--- src/rtl/sram_session_arbiter.sv ---
// SRAM bus owner: VGA reader by default, UART load sessions with inactivity timeout,
// round-robin compute clients. Optional grant watchdog enabled by SRAM_GRANT_WATCHDOG_EN.
module sram_session_arbiter #(
    parameter int NUM_CLIENTS    = 2,
    parameter int ADDR_W         = 18,
    parameter int DATA_W         = 16,
    parameter int TIMER_W        = 26,
    parameter int TIMEOUT_CYCLES = 50000000
) (
    input  logic                          CLOCK_50_I,
    input  logic                          resetn,
    input  logic                          uart_rx_i,
    input  logic                          start_load,
    output logic                          load_initialize,
    output logic                          load_enable,
    input  logic [ADDR_W-1:0]             load_address,
    input  logic [DATA_W-1:0]             load_write_data,
    input  logic                          load_we_n,
    input  logic [NUM_CLIENTS-1:0]        req,
    input  logic [NUM_CLIENTS-1:0]        done,
    output logic [NUM_CLIENTS-1:0]        grant,
    input  logic [NUM_CLIENTS*ADDR_W-1:0] client_address,
    input  logic [NUM_CLIENTS*DATA_W-1:0] client_write_data,
    input  logic [NUM_CLIENTS-1:0]        client_we_n,
    input  logic [ADDR_W-1:0]             vga_address,
    output logic                          vga_enable,
    output logic [ADDR_W-1:0]             SRAM_address,
    output logic [DATA_W-1:0]             SRAM_write_data,
    output logic                          SRAM_we_n,
    output logic [2:0]                    state_o,
    output logic                          watchdog_error
);

    localparam int                 PTR_W        = (NUM_CLIENTS > 1) ? $clog2(NUM_CLIENTS) : 1;
    localparam logic [TIMER_W-1:0] TIMEOUT_LAST = TIMER_W'(TIMEOUT_CYCLES - 1);
    localparam logic [PTR_W-1:0]   LAST_CLIENT  = PTR_W'(NUM_CLIENTS - 1);

    typedef enum logic [2:0] {
        S_IDLE           = 3'd0,
        S_ENABLE_UART_RX = 3'd1,
        S_WAIT_UART_RX   = 3'd2,
        S_GRANT          = 3'd3
    } state_t;

    state_t                 state_q, state_d;
    logic [NUM_CLIENTS-1:0] grant_q, grant_d;
    logic [PTR_W-1:0]       gidx_q, gidx_d;
    logic [PTR_W-1:0]       ptr_q, ptr_d;
    logic [PTR_W-1:0]       pick_idx, cand;
    logic                   pick_found;
    logic                   vga_enable_q, vga_enable_d;
    logic                   load_init_q, load_init_d;
    logic                   load_en_q, load_en_d;
    logic [TIMER_W-1:0]     timer_q, timer_d;
    logic                   timer_clr;
    logic                   release_grant;
`ifdef SRAM_GRANT_WATCHDOG_EN
    logic                   wd_err_q, wd_err_d;
    logic                   wd_trip;
`endif

    // First asserted request at or after the round-robin pointer, wrapping.
    always_comb begin
        pick_found = 1'b0;
        pick_idx   = '0;
        cand       = '0;
        for (int unsigned i = 0; i < NUM_CLIENTS; i++) begin
            cand = PTR_W'((32'(ptr_q) + i) % NUM_CLIENTS);
            if (!pick_found && req[cand]) begin
                pick_found = 1'b1;
                pick_idx   = cand;
            end
        end
    end

    always_comb begin
        state_d       = state_q;
        grant_d       = grant_q;
        gidx_d        = gidx_q;
        ptr_d         = ptr_q;
        vga_enable_d  = vga_enable_q;
        load_init_d   = 1'b0;
        load_en_d     = 1'b0;
        release_grant = 1'b0;
`ifdef SRAM_GRANT_WATCHDOG_EN
        wd_err_d      = wd_err_q;
        wd_trip       = 1'b0;
`endif
        case (state_q)
            S_IDLE: begin
                vga_enable_d = 1'b1;
                if (!uart_rx_i || start_load) begin
                    load_init_d  = 1'b1;
                    vga_enable_d = 1'b0;
                    state_d      = S_ENABLE_UART_RX;
                end else if (pick_found) begin
                    grant_d      = NUM_CLIENTS'(1) << pick_idx;
                    gidx_d       = pick_idx;
                    vga_enable_d = 1'b0;
                    state_d      = S_GRANT;
                end
            end
            S_ENABLE_UART_RX: begin
                load_en_d = 1'b1;
                state_d   = S_WAIT_UART_RX;
            end
            S_WAIT_UART_RX: begin
                // An empty load (address still 0) keeps the session open forever.
                if (timer_q == TIMEOUT_LAST && load_address != '0) begin
                    load_init_d  = 1'b1;
                    vga_enable_d = 1'b1;
                    state_d      = S_IDLE;
                end
            end
            S_GRANT: begin
                release_grant = done[gidx_q];
`ifdef SRAM_GRANT_WATCHDOG_EN
                wd_trip = (timer_q == TIMEOUT_LAST);
                if (wd_trip) begin
                    wd_err_d      = 1'b1;
                    release_grant = 1'b1;
                end
`endif
                if (release_grant) begin
                    grant_d      = '0;
                    ptr_d        = (gidx_q == LAST_CLIENT) ? '0 : gidx_q + 1'b1;
                    vga_enable_d = 1'b1;
                    state_d      = S_IDLE;
                end
            end
            default: begin
                grant_d      = '0;
                vga_enable_d = 1'b1;
                state_d      = S_IDLE;
            end
        endcase
    end

    always_comb begin
        timer_clr = load_init_q | ~load_we_n;
`ifdef SRAM_GRANT_WATCHDOG_EN
        if (state_q == S_GRANT) begin
            timer_clr = ~client_we_n[gidx_q];
        end
        if (state_q == S_IDLE && state_d == S_GRANT) begin
            timer_clr = 1'b1;
        end
`endif
        if (timer_clr) begin
            timer_d = '0;
        end else if (&timer_q) begin
            timer_d = timer_q;
        end else begin
            timer_d = timer_q + 1'b1;
        end
    end

    always_ff @(posedge CLOCK_50_I or negedge resetn) begin
        if (!resetn) begin
            state_q      <= S_IDLE;
            grant_q      <= '0;
            gidx_q       <= '0;
            ptr_q        <= '0;
            vga_enable_q <= 1'b1;
            load_init_q  <= 1'b0;
            load_en_q    <= 1'b0;
            timer_q      <= '0;
        end else begin
            state_q      <= state_d;
            grant_q      <= grant_d;
            gidx_q       <= gidx_d;
            ptr_q        <= ptr_d;
            vga_enable_q <= vga_enable_d;
            load_init_q  <= load_init_d;
            load_en_q    <= load_en_d;
            timer_q      <= timer_d;
        end
    end

`ifdef SRAM_GRANT_WATCHDOG_EN
    always_ff @(posedge CLOCK_50_I or negedge resetn) begin
        if (!resetn) begin
            wd_err_q <= 1'b0;
        end else begin
            wd_err_q <= wd_err_d;
        end
    end
    assign watchdog_error = wd_err_q;
`else
    assign watchdog_error = 1'b0;
`endif

    always_comb begin
        SRAM_address    = vga_address;
        SRAM_we_n       = 1'b1;
        SRAM_write_data = client_write_data[gidx_q*DATA_W +: DATA_W];
        case (state_q)
            S_ENABLE_UART_RX, S_WAIT_UART_RX: begin
                SRAM_address    = load_address;
                SRAM_we_n       = load_we_n;
                SRAM_write_data = load_write_data;
            end
            S_GRANT: begin
                SRAM_address = client_address[gidx_q*ADDR_W +: ADDR_W];
                SRAM_we_n    = client_we_n[gidx_q];
            end
            default: ;
        endcase
    end

    assign load_initialize = load_init_q;
    assign load_enable     = load_en_q;
    assign grant           = grant_q;
    assign vga_enable      = vga_enable_q;
    assign state_o         = state_q;

endmodule

--- config.mk ---
export PLATFORM = sky130hd
export DESIGN_NAME = sram_session_arbiter
export DESIGN_NICKNAME = d
export VERILOG_FILES = /design/src/rtl/sram_session_arbiter.sv
export SDC_FILE = /design/constraint.sdc
export NUM_CORES = 1
export LEC_CHECK = 0
export ABC_AREA = 1
export BUFFER_PORTS_ARGS = -buffer_cell sky130_fd_sc_hd__buf_2
export CELL_PAD_IN_SITES_DETAIL_PLACEMENT = 1
export CELL_PAD_IN_SITES_GLOBAL_PLACEMENT = 1
export CORE_UTILIZATION = 26
export DETAILED_ROUTE_END_ITERATION = 16
export PLACE_DENSITY_LB_ADDON = 0.08
export SYNTH_ARGS = -nofsm -noshare
export SYNTH_HDL_FRONTEND = slang
export SYNTH_SLANG_ARGS = --single-unit
--- constraint.sdc ---
create_clock -name CLOCK_50_I -period 2.15 [get_ports CLOCK_50_I]
set_input_delay 0.645 -clock CLOCK_50_I [delete_from_list [all_inputs] [get_ports CLOCK_50_I]]
set_output_delay 0.645 -clock CLOCK_50_I [all_outputs]
set_load 0.03 [all_outputs]
==> summary.md <==
| Metric | Value |
|---|---|
| Via count | `4242` |
| Final Cell Area | `5750 um^2` |
| CP startpoint kind | `flip-flop` |
| Number of global-route vias before repair | `around 4700` |
| Crit path launch | `state_o[1]$_DFFE_PN0P_` |
| Maxcap violations | `0` |
| Die area | `around 13000 um^2` |
| H-tree lvl count | `2` |
| CTS Hold Bufs | `0` |
| Cts bufs inserted | `5` |
| Critical Path Fanout Max | `6` |
| Fin Setup TNS | `-4400 ps` |
| Post-layout min period | `2320 ps` |
| Final WL | `14100 um` |
| Crit-path slowest cell | `dfrtp_2` |
| Seq cells post-synth | `35` |
| Max Fclk | `~430 MHz` |
| P&R area growth vs syn | `82.7%` |
| PwrDens | `342 nW/um^2` |
| CTS tree | `yes` |
| Final Hold Vio Count | `0` |
| Drt drc | `1` |
| Worst Setup EP | `SRAM_write_data[8]` |
| Worst vdd ir | `0.000272 V` |
| Crit-path cells | `inv_2, ha_4, buf_4, buf_16, a21oi_4, a21oi_4, buf_6` |
| Cell taking the most area after synthesis | `dfrtp_1` |
| Outcome | `complete, but fails checks` |
| Layout cell share with drive strength beyond 1 | `51.1%` |
| Slew Limit Fails | `0` |
| Grt total ovfl | `0` |
| Chip height | `112 um` |
| CP Class | `reg -> out` |
| Worst reg2reg setup slack | `around 210 ps` |
| Crit path DAT | `1670 ps` |
| Cell area after synthesis | `3150 um^2` |
| Width of the die | `112 um` |
| CTS clk-pin slew, worst paths | `approximately 60 ps` |
| First-pass DRT Iterations | `10` |
| Site row count | `39` |
| Syn Inst Count | `523` |
| Total Routing Usage GR | `23.2%` |
| Actual slew at the worst max-slew pin | `515 ps` |
| Async set-reset flop share out of synthesis | `100%` |
| Final Instance Count excl. Fillers | `854` |
| Largest net degree at the start of global routing | `26` |
| Worst hold path type | `in -> async` |
| Endpoint class of the critical path | `output pin` |
| Post-synth top flop | `dfrtp_1` |
| DP Cell Count | `roughly 830` |
| EDFF count, synth | `0` |
| Clk Latency, worst-skew pair | `280 ps` |
| CP dominant cell by count | `a21oi_4` |
| Failing checks | `design-rule violations, negative setup slack` |
| Number of nets still failing antenna checks after routing | `0` |
| Core ar. | `between 10000 and 15000 um^2` |
| Clock Skew | `slightly below 4 ps` |
| Ant diodes | `0` |
| I/O pins | `175` |
| Ranking of synthesized cells by area | `dfrtp_1 27%, nor2_1 14%, nand2_1 12%` |
| Number of cells on the worst reg-to-reg path | `11` |
| Clock buffer depth | `2` |
| Worst path depth | `7` |
| Antenna violations before repair | `0` |
| Buffers plus inverters on the worst setup path | `4` |
| Data required, critical path | `1500 ps` |
| First-pass GRT wire length | `~23000 um` |
| Fin crit share | `108%` |
| Pleak | `2.64 nW` |
| Yosys warns | `0` |
| I/O Buffers | `172` |
| Nets | `about 850` |
| Placed inst area | `4660 um^2` |
| RSZ-0062 raised after global routing | `yes` |
| Clock root cell | `clkbuf_16` |
| Starting density of the core | `27.1%` |
| Synth unique cells | `between 40 and 50` |
| Placer congestion estimate | `0.859` |
| Vias per cell | `4.97` |
| Reg2reg start | `timer_q[0]$_DFFE_PN0P_` |
| Seq/Total Area, Yosys | `27.9%` |
| CP peak stage delay | `420 ps` |
| Final WS setup | `-170 ps` |
| FF-to-FF End | `timer_q[21]$_DFFE_PN0P_` |
| Normalized max-slew margin | `65.4%` |
| Top Family by Delay on Critical Path | `buffers and inverters` |
| Area share of the largest cell type after synthesis | `27.0%` |
| Detailed Route Iter0 Violations | `199` |
| Syn avg cell area | `6.02 um^2` |
| Setup-failing EPs final | `35` |
| Clock sinks | `35` |
| Hpwl dp | `10500 um` |
| Wirelength per Cell | `16.5 um` |
[metal layers]
metal	GRT usage, %	part of all wire (%)
met5	0	0
met4	4.71	1.5
met3	4.54	4.5
met2	45.8	55
met1	25.4	39
[logic make-up after synthesis]
| family | after synthesis | share of synthesized area (%) |
|---|---|---|
| AND/OR/NAND/NOR | 287 | 40.1 |
| AO/OA/AOI/OAI | 122 | 20.5 |
| buffers and inverters | 72 | 9.14 |
| flip-flops | 35 | 27.9 |
| adder cells (fa/ha/maj) | 5 | 1.99 |
| XOR/XNOR | 1 | 0.278 |
| other | 1 | 0.119 |
[where the power goes]
part           switching [mW]  internal, mW
clock                   0.281         0.494
sequential            0.00628         0.664
combinational           0.289         0.236
[per-stage QoR]
step / hold slack [ps] / setup WS, ps / util [%] / power [mW]
6_report: 260 / -170 / 49.5 / 1.97
5_1_grt: 283 / -220 / 49.5 / 2.04
4_1_cts: 273 / -177 / 48.6 / 1.97
3_5_place_dp: 458 / -15.0 / 40.1 / 1.10
3_3_place_gp: 456 / 21.9 / 40.1 / 1.10
2_1_floorplan: 349 / 8.02 / - / 0.898
[area by class of cell]
type,instances,area [um^2]
fillers,1460,5860
clock buffers,8,156
inverters,48,213
multi-input cells,417,2840
well taps,143,179
flip-flops and latches,35,880
repair inverters,1,16.3
repair buffers,202,1470
[worst reg2reg max path, cell delays in order (launching register included)]
cell	delay [ps]
dfrtp_1	430
ha_1	340
nand2_2	120
nor2_4	160
nand2_4	100
nor2_8	160
nand3_4	180
inv_1	130
nand2_1	70
nand2_1	80
nor2_1	40
nor2_1	70
[Yosys cell counts (2+ instances only)]
master and n:
nor3_1 11, a31oi_1 4, nand2_1 103, a21oi_1 74, clkbuf_1 17, inv_1 45
o21bai_1 2, o21ai_0 32, buf_1 2, buf_2 2, nand4_1 6, or2_2 5
buf_4 2, clkinv_1 2, nand3_1 32, nor2_1 115, nand2_2 4, dfrtp_1 34
ha_1 5, nand3_2 2, nor2_4 2, o22ai_1 3
[placed cells by master, fill, tap and decap left out, types with 4 or more instances in the layout]
cell       count
a21oi_4       45
dfrtp_1       32
buf_6         35
nand2_2        4
a21oi_2       23
clkbuf_16      5
buf_12         8
nor3_1        11
nand2_1      103
or2_2          5
o21ai_2       15
buf_2        137
nand3_1       32
a31oi_1        4
buf_4         18
o21ai_1        4
nor2_2        27
inv_1         41
nor2_1        76
nand4_1        6
nor2_4        14
a21oi_1        6
o21ai_0       14
[sequential cells by signal, summed over array words and instances (netlist names)]
register         count
timer_q             26
vga_enable           1
state_o              2
grant                2
load_initialize      1
load_enable          1
ptr_q                1
gidx_q               1
[worst min-delay path by stage]
stage                                 from                      to  slack, ps  cells after the start
floorplan                           resetn      gidx_q$_DFFE_PN0P_        350                      0
finish                              resetn  timer_q[4]$_DFFE_PN0P_        260                      1
global placement    vga_enable$_DFFE_PN1P_  vga_enable$_DFFE_PN1P_        460                      2
detailed placement  vga_enable$_DFFE_PN1P_  vga_enable$_DFFE_PN1P_        460                      2
global route                        resetn  timer_q[7]$_DFFE_PN0P_        280                      1
CTS                                 resetn  timer_q[4]$_DFFE_PN0P_        270                      1
[timing repair]
action,4_1_cts,5_1_grt
pin swaps,4,3
buffers inserted,5,3
hold endpoints to repair,0,0
endpoints found under the setup margin,35,35
gates cloned,4,0
resized for setup,198,21
No activity file was read; power rests on OpenSTA's default activity.
